==> config.mk <==
export PLATFORM = sky130hd
export DESIGN_NAME = shift_sequencer
export DESIGN_NICKNAME = d
export VERILOG_FILES = /design/src/rtl/shift_sequencer_pkg.sv /design/src/rtl/shift_sequencer.sv
export SDC_FILE = /design/constraint.sdc
export NUM_CORES = 1
export LEC_CHECK = 0
export CAP_MARGIN = 10
export CORE_MARGIN = 10
export CORE_UTILIZATION = 40
export CTS_BUF_LIST = sky130_fd_sc_hd__clkbuf_4
export DETAILED_ROUTE_END_ITERATION = 8
export HOLD_SLACK_MARGIN = 0.15
export PLACE_DENSITY_LB_ADDON = 0.1
export REMOVE_ABC_BUFFERS = 1
export SLEW_MARGIN = 20
export SYNTH_ARGS = -nofsm -noshare
export SYNTH_HDL_FRONTEND = slang
export SYNTH_SLANG_ARGS = --single-unit
export TNS_END_PERCENT = 10
==> constraint.sdc <==
create_clock -name CLK -period 1.38 [get_ports CLK]
set_input_delay 0.276 -clock CLK [delete_from_list [all_inputs] [get_ports CLK]]
set_output_delay 0.276 -clock CLK [all_outputs]
set_load 0.005 [all_outputs]
==> src/rtl/shift_sequencer_pkg.sv <==
`default_nettype none
// ============================================================================
// Module      : shift_sequencer_pkg
// Description : Shared constants for the shift sequencer: FSM state codes,
//               shift-register control codes and command direction codes.
// Revision    : 1.0  initial release
// ============================================================================
package shift_sequencer_pkg;

    // FSM state encodings
    localparam logic [2:0] c_st_idle  = 3'd0;
    localparam logic [2:0] c_st_load  = 3'd1;
    localparam logic [2:0] c_st_shift = 3'd2;
    localparam logic [2:0] c_st_capt  = 3'd3;
    localparam logic [2:0] c_st_done  = 3'd4;

    // Shift register control, bit order {LSH, RSH}
    localparam logic [1:0] c_sh_hold = 2'b00;
    localparam logic [1:0] c_sh_rsh  = 2'b01;
    localparam logic [1:0] c_sh_lsh  = 2'b10;

    // Command direction codes
    localparam logic c_dir_left  = 1'b0;
    localparam logic c_dir_right = 1'b1;

endpackage : shift_sequencer_pkg
`default_nettype wire

==> src/rtl/shift_sequencer.sv <==
`default_nettype none
// ============================================================================
// Module      : shift_sequencer
// Description : Multi-cycle controller for an external WIDTH-bit shift
//               register. Accepts {operand, direction, amount} on a
//               valid/ready command port, loads the operand, issues one
//               single-bit shift per cycle, then presents result, carry-out
//               and zero flag on a valid/ready result port.
// Ports       : CLK, RESET (sync, active-low)
//               CMD_VALID/CMD_READY/CMD_DIR/CMD_AMT/CMD_DATA - command in
//               SR_DATA/SR_LOAD/SR_SHIFT/SR_Q                - shift register
//               RES_VALID/RES_READY/RES_DATA/RES_CARRY/RES_ZERO - result out
//               BUSY                                          - not idle
// Revision    : 1.0  initial release
// ============================================================================
module shift_sequencer
    import shift_sequencer_pkg::*;
#(
    parameter int WIDTH = 4,
    parameter int CNT_W = 3
) (
    input  logic             CLK,
    input  logic             RESET,
    input  logic             CMD_VALID,
    output logic             CMD_READY,
    input  logic             CMD_DIR,
    input  logic [CNT_W-1:0] CMD_AMT,
    input  logic [WIDTH-1:0] CMD_DATA,
    output logic [WIDTH-1:0] SR_DATA,
    output logic             SR_LOAD,
    output logic [1:0]       SR_SHIFT,
    input  logic [WIDTH-1:0] SR_Q,
    output logic             RES_VALID,
    input  logic             RES_READY,
    output logic [WIDTH-1:0] RES_DATA,
    output logic             RES_CARRY,
    output logic             RES_ZERO,
    output logic             BUSY
);

    localparam logic [CNT_W-1:0] c_amt_max = CNT_W'(WIDTH);
    localparam logic [CNT_W-1:0] c_amt_one = CNT_W'(1);

    logic [2:0]       r_state;
    logic [2:0]       w_state_nxt;
    logic [WIDTH-1:0] r_data;
    logic             r_dir;
    logic [CNT_W-1:0] r_cnt;
    logic             r_carry;
    logic [WIDTH-1:0] r_res_data;
    logic             r_res_zero;
    logic             w_accept;
    logic [CNT_W-1:0] w_amt_sat;

    // Ready is gated by RESET so that no command can be taken on the very
    // edge that resets the block.
    assign CMD_READY = (r_state == c_st_idle) && RESET;
    assign w_accept  = CMD_VALID && CMD_READY;
    assign w_amt_sat = (CMD_AMT > c_amt_max) ? c_amt_max : CMD_AMT;

    assign RES_VALID = (r_state == c_st_done);
    assign RES_DATA  = r_res_data;
    assign RES_CARRY = r_carry;
    assign RES_ZERO  = r_res_zero;
    assign BUSY      = (r_state != c_st_idle);

    // State register
    always_ff @(posedge CLK) begin
        if (!RESET) begin
            r_state <= c_st_idle;
        end else begin
            r_state <= w_state_nxt;
        end
    end

    // Next state and shift register control
    always_comb begin
        w_state_nxt = r_state;
        SR_LOAD     = 1'b0;
        SR_SHIFT    = c_sh_hold;
        SR_DATA     = r_data;
        case (r_state)
            c_st_idle: begin
                if (w_accept) begin
                    w_state_nxt = c_st_load;
                end
            end
            c_st_load: begin
                SR_LOAD     = 1'b1;
                w_state_nxt = (r_cnt == '0) ? c_st_capt : c_st_shift;
            end
            c_st_shift: begin
                SR_SHIFT = (r_dir == c_dir_right) ? c_sh_rsh : c_sh_lsh;
                // The shift issued in this cycle is the last one when the
                // counter still reads 1.
                if (r_cnt == c_amt_one) begin
                    w_state_nxt = c_st_capt;
                end
            end
            c_st_capt: begin
                w_state_nxt = c_st_done;
            end
            c_st_done: begin
                if (RES_READY) begin
                    w_state_nxt = c_st_idle;
                end
            end
            default: begin
                w_state_nxt = c_st_idle;
            end
        endcase
    end

    // Command latch, down-counter, carry and result registers
    always_ff @(posedge CLK) begin
        if (!RESET) begin
            r_data     <= '0;
            r_dir      <= 1'b0;
            r_cnt      <= '0;
            r_carry    <= 1'b0;
            r_res_data <= '0;
            r_res_zero <= 1'b0;
        end else begin
            if (w_accept) begin
                r_data  <= CMD_DATA;
                r_dir   <= CMD_DIR;
                r_cnt   <= w_amt_sat;
                r_carry <= 1'b0;
            end
            if (r_state == c_st_shift) begin
                // SR_Q still holds the pre-shift value at this edge, so the
                // edge bit is exactly the one leaving the register.
                r_carry <= (r_dir == c_dir_right) ? SR_Q[0] : SR_Q[WIDTH-1];
                r_cnt   <= r_cnt - c_amt_one;
            end
            if (r_state == c_st_capt) begin
                r_res_data <= SR_Q;
                r_res_zero <= (SR_Q == '0);
            end
        end
    end

endmodule : shift_sequencer
`default_nettype wire
=== Yosys cells after proc, flatten, opt, wreduce, memory -nomap -nowiden ===
Index checks and enable logic that the tools add are counted.

* Logic and storage cells: 39
* Output and inout bits: 16
* Bits in registers: 17
* Input bits: 16

* $add $sub $neg: 1
* Equal/unequal tests: 8
* Mux-type cells: 14
* $lt $le $gt $ge: 1
* Reductions and logical operators: 8

{| class="wikitable"
|+ Operators with widths
! operator !! count
|-
| 3-bit 2-to-1 mux || 6
|-
| 3-bit case mux with 5 select lines || 1
|-
| 3-bit by 1-bit == test with 1-bit output, second input constant || 2
|-
| 3-bit by 2-bit == test with 1-bit output, second input constant || 2
|-
| 3-bit logical NOT || 2
|-
| 1-bit 2-to-1 mux || 5
|-
| 4-bit logical NOT || 1
|-
| 2-bit 2-to-1 mux || 2
|-
| 2-bit inequality test, second input constant || 2
|-
| 3-bit == test, second input constant || 1
|-
| 3-bit > comparator, second input constant || 1
|-
| 3-bit AND reduction || 1
|-
| 3-bit nonzero test || 1
|-
| 3-bit by 1-bit subtractor with 3-bit output, second input constant || 1
|-
| 1-bit logical AND || 2
|-
| 2-bit by 1-bit inequality test with 1-bit output, second input constant || 1
|-
| 2-bit nonzero test || 1
|}

=== Logic depth before layout (Yosys ltp) ===
Gate-level depths: netlist of the first run.

* Depth in word-level cells: 5
* Depth in mapped cells: 5
* Mapped depth without buffers: 5

=== Worst setup path before layout of the first run ===
Ideal clock, no wire load.

* Path type: register to output
* Start point: reg r_state[0]
* End point: out SR_SHIFT[1]
* Arrival time: 1.019 ns
* Path buffers: 1
* Stages on the path, launching flop included: 4
* Slack: 0.085 ns
* Data required time: 1.104 ns
* Cells stage by stage: dfxtp_1 -> buf_2 -> or3b_2 -> nor2_1

* Longest elaborated chain between the ends: 2

{| class="wikitable"
|+ Ends and longest elaborated chain
! item !! line !! text
|-
| start, declared || shift_sequencer.sv:44 || <nowiki>logic [2:0] r_state;</nowiki>
|-
| start signal, assigned || shift_sequencer.sv:70 || <nowiki>r_state <= c_st_idle;</nowiki>
|-
| start signal, assigned || shift_sequencer.sv:72 || <nowiki>r_state <= w_state_nxt;</nowiki>
|-
| 3-bit by 2-bit == test with 1-bit output || shift_sequencer.sv:82 || <nowiki>case (r_state)</nowiki>
|-
| 2-bit 2-to-1 mux || shift_sequencer.sv:82 ||
|-
| end, declared || shift_sequencer.sv:31 || <nowiki>output logic [1:0] SR_SHIFT,</nowiki>
|}

Every way passes these cells.

=== Final worst setup path of the first run ===
* Start point: reg r_state[2]
* End point: out BUSY

* Longest elaborated chain between the ends: 1

{| class="wikitable"
|+ Ends and longest elaborated chain
! item !! line !! text
|-
| 3-bit nonzero test || shift_sequencer.sv:65 || <nowiki>assign BUSY = (r_state != c_st_idle);</nowiki>
|-
| end, declared || shift_sequencer.sv:38 || <nowiki>output logic BUSY</nowiki>
|}

Every way passes these cells.

==> out/results.txt, run 1 <==
Library cell with the highest instance count after synthesis = sky130_fd_sc_hd__dfxtp_1
Startpoint type of the worst setup path = flop
Data arrival time of the critical path = 1250 ps
Delay contributed by the slowest stage of the critical path = 330 ps
Inserted Diodes = 0
TritonCTS Buffers = 3
R2r setup slk = 0 ps
Most area-consuming cells after synthesis = sky130_fd_sc_hd__dfxtp_1, sky130_fd_sc_hd__mux2i_1, sky130_fd_sc_hd__nor2_1
Power Density = 1017 nW/um2
Pin count of the biggest net entering global routing = 11
Fin. Hold Viols = 0
Layout overhead on the synthesized area = 58.44%
Clock Sinks = 17
Residual DRC count = 0
Clock transition at the registers of the reported paths = 100 ps
Power after layout = 1.373 mW
Antenna viol nets, final = 0
Setup-failing EPs final = 6
Post-Place Cells = 163
Peak fanout along the critical path = 7
Crit-path slowest cell = sky130_fd_sc_hd__dfxtp_1
Reg2Reg Capture Point = r_cnt[0]
Gr ovfl total = 0
Final worst setup slack = -146.5 ps
Length of the first detailed-routing pass in iterations = 4
Worst r2r src = r_state[2]
Worst ir drop on vdd = 1.228 mV
Worst min-delay path startpoint = SR_DATA[2]
Initial core utilization = 42.56%
Clk root buf = sky130_fd_sc_hd__clkbuf_4
Syn Inst Count = 96
Static leakage = 0.6340 nW
Maximum clock skew at final layout = 4.444 ps
Headroom to the max-slew limit = 74.47%
Flip-flop and latch count after synthesis = 17
DP HPWL = 1.836 mm
Fraction of synthesized cell area taken by the top area cell type = 39.94%
Cell type with the largest total area after synthesis = sky130_fd_sc_hd__dfxtp_1
Average size of a mapped cell = 8.876 um2
Instance count along the most critical hold path = 2
Worst min-delay path category = flop to flop
Average via count per standard cell = 5.036
Portion of the clock cycle consumed by the worst path in the final layout = 110.6%
Count of warnings emitted by yosys = 0
Most used DFF post-synth = sky130_fd_sc_hd__dfxtp_1
Share of total power in sequential cells = 41.6%
Count of vias placed by the detailed router = 851
Boundary pin count = 32
Setup repair after global routing missed its margin = yes
Core Box Area = 2002 um2
Worst hold margin = 451.6 ps
Clock Power Share = 19.2%
DIE HEIGHT = 66.16 um
Number of enable-type register cells in the synthesized netlist = 0
Dominant delay contributor by cell family on the critical path = buffers and inverters
DR WL/cell = 14.38 um
Number of antenna violations at the first check in global routing = 0
Most common cell on crit path = sky130_fd_sc_hd__buf_6
Die area = 4376 um2
Leading cell types by count after synthesis = sky130_fd_sc_hd__dfxtp_1, sky130_fd_sc_hd__nor2_1, sky130_fd_sc_hd__nand2_1, sky130_fd_sc_hd__o21ai_0
Register area share after synthesis = 39.94%
Number of buffer cells added on primary ports = 31
Worst hold endpoint = SR_DATA[2]
Number of core rows = 16
Final std cells w/o fill = 169
Number of buffer and inverter instances along the worst setup path = 4
Maximum capacitance violations = 0
Detailed-route wire length = 2.430 mm
Hold-fix buffer count after cts = 0
Max-slew violation count = 0
Net total in the final layout = 162
Failing checks = setup timing
Last weighted congestion value of the routability-driven placer = 0.7693
Outcome = finished with violations
Chain of cells forming the critical path = buf_6 -> nor3_4 -> inv_4 -> buf_6 -> buf_6
Post-Place Setup Slack = -339.0 ps
Required time at the worst-slack endpoint = 1100 ps
Combinational share of power = 39.2%
Final critical-path required period = 1526 ps
Crit. End Element = primary output
Highest clock rate = 655.1 MHz
Startpoint-to-endpoint class of the critical path = flop to primary output
Die extent in x = 66.16 um
Gr usage total = 11.81%
H-tree depth reported by CTS = 1
Layout cells sized above 1 = 31.69%
Switching power total = 0.4250 mW
Worst-Skew Late Latency = 290 ps
Post-Syn Area = 852.1 um2
Number of cells on the worst reg-to-reg path = 5
Netlist cell types = 33
Switching share of power = 30.96%
Post-layout instance area = 1350 um2
Wire length of the first global-routing pass = 4.188 mm
DRC marker count from the first detailed-route iteration = 22
Vias in the first global route = 897
Placed standard-cell area = 1270 um2
Internal Dissipation = 0.9478 mW
Pin slew with the least headroom to its limit = 381.7 ps
Buffer depth of the longest clock path = 2
TritonCTS clock tree = built
Synth async-reset ratio = 0%
## worst max path at each step
stage / cells after the start / end / start
after detailed placement: 4 / CMD_READY / RESET
final: 5 / BUSY / r_state[2]
after global placement: 4 / CMD_READY / RESET
after CTS: 5 / BUSY / r_state[1]
after floorplan: 2 / SR_SHIFT[1] / r_state[1]
after global routing: 5 / CMD_READY / r_state[1]
## metal layers
metal,vias up,share of wire (%),GRT usage (%)
li1,430,-,-
met1,398,41,12.57
met2,21,51,20.57
met3,2,7.7,5.763
met4,0,0.86,2.356
met5,-,0,0
## cell families (layout without fill, tap and decap cells)
group | count (synthesis) | after routing | share of synthesized area, %
compound gates | 17 | 17 | 12.63
fa+ha+maj | 3 | 3 | 4.406
buf+inv | 11 | 57 | 7.048
flops | 17 | 17 | 39.94
mux | 6 | 6 | 7.195
simple gates | 42 | 42 | 28.78
## area by class of cell
cell class,count,area [um2]
Inverter,5,21.27
Multi-Input combinational cell,68,494.2
Timing Repair Buffer,48,424.2
Tap cell,27,33.78
Sequential cell,17,349.1
Clock inverter,1,5.005
Clock buffer,3,22.52
Fill cell,164,651.9
## stage by stage
stage	TNS, ps	utilization (%)
floorplan	0	-
global placement	-2862	63.44
detailed placement	-2970	63.44
CTS	-820.9	66.69
global route	-1264	67.44
finish	-739.5	67.44
## registers in the layout, indices dropped and copies added (netlist names)
register / cells
RES_CARRY: 1
RES_DATA: 4
RES_ZERO: 1
SR_DATA: 4
r_cnt: 3
r_dir: 1
r_state: 3
## layout by cell type (no fill, tap or decap), drive strengths merged, types with 2 or more instances in the layout
master,n
inv,5
and3b,2
nand2b,2
clkbuf,3
nand3,5
and2,2
nand2,8
mux2i,5
a21oi,3
dlygate4sd2,10
o31a,2
a211oi,2
clkdlybuf4s50,15
dfxtp,17
ha,3
o21ai,6
nor3b,3
and3,2
nor2,12
buf,23
## power groups by stage
stage / Clock, mW / Combinational, mW / Sequential [mW]
after global routing: 0.292 / 0.595 / 0.576
after detailed placement: 0 / 0.495 / 0.574
after global placement: 0 / 0.489 / 0.572
after CTS: 0.277 / 0.528 / 0.569
final: 0.264 / 0.538 / 0.571
after floorplan: 0 / 0.189 / 0.593
## timing repair
action | in CTS | in global routing
resized for setup | 53 | 6
pin swaps | 4 | 0
setup buffers | 2 | 0
setup endpoints to repair | 17 | 13
cloned | 0 | 0
## tightest hold or removal path, delay by kind of cell (launching register included)
| kind | cells | cell delay [ps] |
|---|---|---|
| flip-flops | 1 | 330 |
| AO/OA/AOI/OAI | 1 | 50 |
| AND/OR/NAND/NOR | 1 | 50 |
(Power assumes the default switching activity.)
==> inputs of run 2 (changes only) <==
Settings changed: SKIP_LAST_GASP from default to 1.
==> out/results.txt, run 2 (synthesis results as in run 1) <==
Required time at the worst-slack endpoint = 1100 ps (about the same)
Number of core rows = 16 (unchanged)
Data arrival time of the critical path = 1280 ps (+30 ps)
R2r setup slk = -20 ps (-20 ps)
Portion of the clock cycle consumed by the worst path in the final layout = 112.4% (+1.8 points)
Delay contributed by the slowest stage of the critical path = 350 ps (+20 ps)
Hold-fix buffer count after cts = 0 (unchanged)
Maximum capacitance violations = 0 (unchanged)
Reg2Reg Capture Point = r_cnt[0]
Clk root buf = sky130_fd_sc_hd__clkbuf_4
Worst ir drop on vdd = 1.231 mV (+0.24%)
Startpoint type of the worst setup path = flop
Net total in the final layout = 164 (+1.2%)
Max-slew violation count = 0 (unchanged)
Clock Sinks = 17 (unchanged)
DP HPWL = 1.836 mm (unchanged)
Core Box Area = 2002 um2 (unchanged)
DR WL/cell = 14.50 um (+0.82%)
Headroom to the max-slew limit = 74.33% (-0.14 points)
Power after layout = 1.396 mW (+1.7%)
Worst hold endpoint = SR_DATA[2]
Fin. Hold Viols = 0 (unchanged)
Static leakage = 0.6103 nW (-3.7%)
Average via count per standard cell = 5.053 (+0.34%)
DRC marker count from the first detailed-route iteration = 26 (+18%)
Number of buffer cells added on primary ports = 31 (unchanged)
Maximum clock skew at final layout = 3.425 ps (-1.019 ps)
Die extent in x = 66.16 um (unchanged)
Leading cell types in the layout, fill and taps excluded = sky130_fd_sc_hd__clkdlybuf4s50_1, sky130_fd_sc_hd__dfxtp_1, sky130_fd_sc_hd__buf_4, sky130_fd_sc_hd__nor2_1, sky130_fd_sc_hd__nand2_1
Layout cells sized above 1 = 27.08% (-4.6 points)
Clock transition at the registers of the reported paths = 100 ps (about the same)
Chain of cells forming the critical path = buf_8 -> nor3_4 -> inv_4 -> buf_6 -> buf_6
Last weighted congestion value of the routability-driven placer = 0.7693 (unchanged)
Share of total power in sequential cells = 40.9% (-0.7 points)
Boundary pin count = 32 (unchanged)
Length of the first detailed-routing pass in iterations = 4 (unchanged)
Switching power total = 0.4245 mW (-0.11%)
Peak fanout along the critical path = 6 (-1)
Vias in the first global route = 898 (+0.11%)
Clock Power Share = 18.8% (-0.4 points)
Initial core utilization = 42.56% (unchanged)
Crit-path slowest cell = sky130_fd_sc_hd__dfxtp_2
Wire length of the first global-routing pass = 4.215 mm (+0.64%)
Inserted Diodes = 0 (unchanged)
Leading cell type in the layout, fill and taps excluded = sky130_fd_sc_hd__clkdlybuf4s50_1
Placed standard-cell area = 1270 um2 (unchanged)
Layout Utilization = 68.31% (+0.88 points)
Gr usage total = 11.88% (+0.068 points)
Instance count along the most critical hold path = 2 (unchanged)
Buffer depth of the longest clock path = 2 (unchanged)
Power Density = 1021 nW/um2 (+0.39%)
Count of vias placed by the detailed router = 864 (+1.5%)
TritonCTS clock tree = built
Worst r2r src = r_state[0]
Layout overhead on the synthesized area = 60.50%
Die area = 4376 um2 (unchanged)
Area used by multi-input combinational logic = 485.5 um2 (-1.8%)
Setup-failing EPs final = 17 (+11)
Worst-Skew Late Latency = 290 ps (about the same)
Startpoint-to-endpoint class of the critical path = flop to primary output
Dominant delay contributor by cell family on the critical path = buffers and inverters
CP startpoint = r_state[0]
Setup repair after global routing missed its margin = yes
FILL cells = 157 (-4.3%)
Number of buffer and inverter instances along the worst setup path = 4 (unchanged)
Final critical-path required period = 1552 ps (+25.24 ps)
Highest clock rate = 644.5 MHz (-1.6%)
Crit. End Element = primary output
Post-layout instance area = 1368 um2 (+1.3%)
DIE HEIGHT = 66.16 um (unchanged)
Worst min-delay path category = flop to flop
Number of antenna violations at the first check in global routing = 0 (unchanged)
Gr ovfl total = 0 (unchanged)
Switching share of power = 30.41% (-0.55 points)
Failing checks = setup timing
Combinational share of power = 40.3% (+1.1 points)
Number of cells on the worst reg-to-reg path = 5 (unchanged)
Internal Dissipation = 0.9715 mW (+2.5%)
Antenna viol nets, final = 0 (unchanged)
Detailed-route wire length = 2.479 mm (+2.0%)
Outcome = finished with violations
Pin slew with the least headroom to its limit = 383.9 ps (+2.163 ps)
Most common cell on crit path = sky130_fd_sc_hd__buf_6
Pin count of the biggest net entering global routing = 11 (unchanged)
TritonCTS Buffers = 3 (unchanged)
Worst min-delay path startpoint = SR_DATA[2]
Residual DRC count = 0 (unchanged)
H-tree depth reported by CTS = 1 (unchanged)
Final worst setup slack = -171.7 ps (-25.24 ps)
Register area = 342.8 um2 (-1.8%)
run 2: changes by cell type in the layout (fill, tap and decap cells not counted), sizes merged:
cell	delta
clkdlybuf4s50	+10
dlygate4sd2	-10
buf	+1
dlymetal6s2s	+1
run 2: final cells by class:
type,count,area share [%]
sequential,17,25.07
clock buffer,3,1.647
inverter,5,1.555
tap,27,2.470
multi-input combinational,68,35.50
clock inverter,1,0.3660
timing repair buffer,50,33.39
run 2: worst register-to-register path, delay by kind of cell (launching register included):
family,cells,cell delay (ps)
AND/OR/NAND/NOR,1,240
AO/OA/AOI/OAI,2,380
flip-flops,1,350
buffers and inverters,2,330
run 2: worst max path at each step:
stage | cells after the start | slack (ps) | endpoint
CTS | 5 | -160 | BUSY
finish | 5 | -170 | BUSY
global route | 5 | -250 | CMD_READY
floorplan | 2 | 40 | SR_SHIFT[1]
global placement | 4 | -360 | CMD_READY
detailed placement | 4 | -340 | CMD_READY
run 2: timing repair:
item | 4_1_cts | 5_1_grt
setup buffers | 2 | 2
setup endpoints to repair | 17 | 23
resized for setup | 38 | 2
pin swaps | 3 | 1
run 2: power groups by stage:
stage	registers (mW)	clock network [mW]	logic (mW)
floorplan	0.593	0	0.189
global placement	0.572	0	0.489
detailed placement	0.574	0	0.495
CTS	0.568	0.277	0.541
global route	0.575	0.292	0.620
finish	0.571	0.263	0.562
run 2: per-stage QoR:
stage	hold slack, ps	std cells	TNS [ps]	worst slack [ps]
finish	468.1	171	-1149	-171.7
global route	506.9	171	-2432	-249.4
CTS	475.0	169	-1387	-159.7
detailed placement	453.2	163	-2970	-339.0
global placement	447.3	163	-2862	-355.1
floorplan	403.9	90	0	37.16
run 2: routing by layer:
| metal | vias to the layer above | track usage [%] | routed length, um |
|---|---|---|---|
| li1 | 431 | - | - |
| met5 | - | 0 | 0 |
| met4 | 0 | 2.356 | 21 |
| met3 | 2 | 5.763 | 206 |
| met1 | 406 | 12.76 | 970 |
| met2 | 25 | 20.57 | 1280 |
==> inputs of run 3 (changes only) <==
Settings changed: HOLD_SLACK_MARGIN 0.15 to 0.08.
==> results of run 3 <==
Final layout, timing and power as in run 2 (identical DEF).
==> RTL change 1: new RTL, flow settings as in run 3 <==
`WIDTH`: 4 -> 6.
--- a/src/rtl/shift_sequencer.sv
+++ b/src/rtl/shift_sequencer.sv
@@ -16,7 +16,7 @@
 module shift_sequencer
     import shift_sequencer_pkg::*;
 #(
-    parameter int WIDTH = 4,
+    parameter int WIDTH = 6,
     parameter int CNT_W = 3
 ) (
     input  logic             CLK,
Ports: changed (resized CMD_DATA, RES_DATA, SR_DATA and SR_Q); port bits go from 32 to 40. The function was not compared with the original's and may differ.
==> RTL change 1 against run 3 <==
- the flow still finishes with violations (setup timing)
- final area rose by 15%
- sequential cell count up 4
- cell count rose by 15%
- setup slack got worse by 80 ps
- global-route usage barely moved
- synthesized area up 13%
- routed wire length grew 13%
- critical path type unchanged
- power up 33%
==> RTL change 1: results (changes against run 3) <==
Status
Status: finished, violations left (unchanged). Failing checks: setup timing (unchanged).

Placed design
The cell area after placement is 0.00149 mm2 (was 0.00127 mm2). The pre-CTS worst setup slack is -490 ps (was -339 ps). The total instance count after detailed placement is 188 (was 163). The routability congestion estimate was 0.750 (was 0.769).

Hold path
The beginning of the worst hold path is SR_DATA[4] (was SR_DATA[2]).

Global route
The first-pass GRT wire length is 4.40 mm (was 4.22 mm). The number of global-route vias before repair came to 964 (was 898). The global-route usage over all layers is 11.9% (about the same).

Timing
The final worst-path setup slack came to -252 ps (was -172 ps). The slew at the pin closest to its max-slew limit came to 323 ps (was 384 ps). The final-layout worst hold slack is 463 ps (was 468 ps). The number of endpoints failing setup at the final stage is 33 (was 17).

Yosys
The compound-gate portion of the synthesized area is 12.9% (was 12.6%). The average cell area after synthesis is 8.72 um2 (was 8.88 um2). Main area contributors after synthesis: sky130_fd_sc_hd__dfxtp_1 44%, sky130_fd_sc_hd__nand2_1 7.0%, sky130_fd_sc_hd__mux2i_1 6.3% (was sky130_fd_sc_hd__dfxtp_1 40%, sky130_fd_sc_hd__mux2i_1 5.9%, sky130_fd_sc_hd__nor2_1 5.3%).

The unique cell type count in the Yosys netlist is 30 (was 33). Top post-synthesis cells by count: 21 x sky130_fd_sc_hd__dfxtp_1, 18 x sky130_fd_sc_hd__nand2_1, 11 x sky130_fd_sc_hd__a21oi_1, 11 x sky130_fd_sc_hd__nor2_1, 6 x sky130_fd_sc_hd__mux2i_1 (was 17 x sky130_fd_sc_hd__dfxtp_1, 12 x sky130_fd_sc_hd__nor2_1, 8 x sky130_fd_sc_hd__nand2_1). The adder-cell share of the synthesized area was 3.91% (was 4.41%). The post-synthesis sequential area ratio is 43.8% (was 39.9%).

Detailed routing
The initial DRC count came to 55 (was 26). The total detailed-routing wirelength is 2.80 mm (was 2.48 mm). The post-route met1 wirelength was 1.17 mm (was 970 um). The number of vias per cell after detailed routing is 4.94 (was 5.05). The detailed route wirelength on metal3 is 231 um (was 206 um).

Worst setup path
The terminus of the critical flop-to-flop path is SR_DATA[3] (was r_cnt[0]). The endpoint arrival time on the critical path came to 1360 ps (was 1280 ps). The kind of cell adding the most delay to the critical path is simple AND/OR/NAND/NOR gates (was buffers and inverters).

Cells and area
The register area was 424 um2 (was 343 um2). The final-layout clock-cell area share is 1.74% (was 2.01%). The area share of buffers outside the clock network came to 34.9% (was 33.4%).

The fraction of final layout cells with drive strength greater than 1 came to 25.4% (was 27.1%). The non-clock inverter total of the final layout came to 4 (was 5). The number of inserted filler cells in the final layout is 196 (was 157). The number of non-clock buffers came to 62 (was 50). The register share of the cell area was 26.9% (was 25.1%). The multi-input combinational cell count was 78 (was 68).

Power and ir drop
The overall power of the completed layout was 1.86 mW (was 1.40 mW). The static leakage is 0.671 nW (was 0.610 nW). The power in the clock group is 0.304 mW (was 0.263 mW).
-- RTL change 1: cell count changes in the layout (fill, tap and decap cells not counted), sizes merged, moves of 3 or more --
cell           change
o21ai              -5
buf                +4
nand2             +10
clkdlybuf4s50      +8
dfxtp              +4
a21oi              +8
or4                +3
-- RTL change 1: worst max-delay path by stage --
stage	start	to	slack, ps
final	r_state[1]	CMD_READY	-250
after global routing	r_state[1]	CMD_READY	-300
after CTS	r_state[2]	CMD_READY	-270
after detailed placement	SR_Q[5]	RES_ZERO	-490
after global placement	SR_Q[5]	RES_ZERO	-460
after floorplan	r_state[1]	RES_ZERO	-160
-- RTL change 1: what timing repair did --
action | in CTS | in global routing
resized for setup | 32 | 4
endpoints found under the setup margin | 33 | 33
setup buffers | 2 | 3
pin swaps | 4 | 3
-- RTL change 1: tightest hold or removal path: stages, from the launching register on --
cell and delay (ps):
sky130_fd_sc_hd__dfxtp_1 330, sky130_fd_sc_hd__nand2_1 50, sky130_fd_sc_hd__a21oi_1 50
==> RTL change 2: new RTL, settings of run 3 <==
Made on the original files. Make the reset (`RESET`) asynchronous in 2 clocked blocks.
--- a/src/rtl/shift_sequencer.sv
+++ b/src/rtl/shift_sequencer.sv
@@ -65,7 +65,7 @@
     assign BUSY      = (r_state != c_st_idle);
 
     // State register
-    always_ff @(posedge CLK) begin
+    always_ff @(posedge CLK or negedge RESET) begin
         if (!RESET) begin
             r_state <= c_st_idle;
         end else begin
@@ -112,7 +112,7 @@
     end
 
     // Command latch, down-counter, carry and result registers
-    always_ff @(posedge CLK) begin
+    always_ff @(posedge CLK or negedge RESET) begin
         if (!RESET) begin
             r_data     <= '0;
             r_dir      <= 1'b0;
Behaviour: differs if RESET is asserted again (counterexample within 4 cycles, from zero or initial values and one cycle with RESET low); with RESET held inactive, the same outputs for 10 cycles.
==> RTL change 2 against run 3 <==
- the flow still finishes with violations (setup timing)
- cell count shrank 8.2%
- sequential cell count stayed put
- setup slack got worse by 130 ps
- routed wire length decreased by 5.9%
- worst hold slack got worse by 130 ps
- critical endpoint is now SR_SHIFT[1]
- global-route usage shrank 1.3 points
- synthesized area is 0.29% lower
- final area rose by 2.2%
Power is not compared: it rests on default switching activity, and its combinational part moved more than twofold at a synthesized area within 25%.
==> RTL change 2: results (changes against run 3) <==
Status
Status: finished, violations left (unchanged). Failing checks: setup timing (unchanged).

Yosys
The share of synthesized registers carrying an async set or reset is 100% (was 0%). Main area contributors after synthesis: sky130_fd_sc_hd__dfrtp_1 50%, sky130_fd_sc_hd__mux2_1 6.6%, sky130_fd_sc_hd__mux2_2 5.3% (was sky130_fd_sc_hd__dfxtp_1 40%, sky130_fd_sc_hd__mux2i_1 5.9%, sky130_fd_sc_hd__nor2_1 5.3%). The number of instances in the synthesized netlist is 73 (was 96). The unique cell type count in the Yosys netlist is 30 (was 33).

Cells and area
The number of non-filler instances in the completed layout was 157 (was 171). The fraction of final layout cells with drive strength greater than 1 is 36.9% (was 27.1%). The number of inserted filler cells in the final layout was 152 (was 157).

Global route
The global-route usage over all layers is 10.6% (was 11.9%). The maximum number of pins on one net before global-route repair is 15 (was 11). The first-pass GRT wire length came to 3.64 mm (was 4.22 mm).

Timing
The final worst-path setup slack is -300 ps (was -172 ps). The number of endpoints failing setup at the final stage is 28 (was 17). The max-slew headroom at the worst pin is 78.9% (was 74.3%). The worst setup skew after layout is 9.01 ps (was 3.42 ps).

Placed design
The post-DP HPWL came to 1.83 mm (was 1.84 mm). The routability congestion estimate is 0.741 (was 0.769). The cell area after placement is 0.00132 mm2 (was 0.00127 mm2).

Detailed routing
The wire length on met2 is 1.26 mm (was 1.28 mm). The detailed route wirelength on metal3 is 127 um (was 206 um). The total detailed-routing wirelength is 2.33 mm (was 2.48 mm).

The number of vias per cell after detailed routing is 4.79 (was 5.05). The initial DRC count is 11 (was 26).

Worst setup path
The largest fanout on the critical path is 3 (was 6). The peak per-stage delay on the critical path was 400 ps (was 350 ps).

Hold path
The classification of the worst-slack hold path is in2async (was reg2reg).
RTL change 2: where the power goes:
part	internal [mW]	switching (mW)	total, mW
logic	1.12	0.741	1.86
registers	0.746	0.135	0.881
clock network	0.132	0.152	0.284
RTL change 2: cell families after synthesis:
kind of cell	count (synthesis)	share of synthesized area [%]
flip-flops	17	50.1
AND/OR/NAND/NOR	24	16.1
multiplexers	10	13.1
AO/OA/AOI/OAI	11	12.2
adder cells (fa/ha/maj)	3	4.42
buffers and inverters	8	4.12
RTL change 2: cell type report:
type	count	area (um2)	area share (%)
Sequential cell	17	425	30.4
Clock buffer	4	30.0	2.15
Inverter	6	27.5	1.97
Tap cell	27	33.8	2.42
Multi-Input combinational cell	48	403	28.8
Timing Repair Buffer	55	478	34.2
RTL change 2: layer usage:
layer  track usage [%]  vias to the layer above
li1                  -                      371
met1              11.7                      365
met2              18.5                       14
met3              3.56                        2
met4              3.14                        0
met5                 0                        -
RTL change 2: final timing paths:
path | startpoint | end | slack, ps | cells past startpoint
worst max-delay path | r_state[2] | SR_SHIFT[1] | -300 | 4
worst min-delay path | RESET | r_state[1] | 330 | 2
worst max register to register | r_state[0] | SR_DATA[2] | -220 | 6
worst min register to register | SR_DATA[0] | SR_DATA[0] | 500 | 1
max in group asynchronous | RESET | SR_DATA[2] | 820 | 2
min in group CLK | SR_DATA[0] | SR_DATA[0] | 500 | 1
RTL change 2: what timing repair did:
item                                    4_1_cts  5_1_grt
gates resized for setup                      17       11
setup buffers                                 2        3
pin swaps                                     3        4
endpoints found under the setup margin       28       31
RTL change 2: worst max-delay path: cells and delay by family, from the launching register on:
kind,cells,cell delay [ps]
DFF,1,400
buffers and inverters,2,240
and+or+nand+nor,2,470
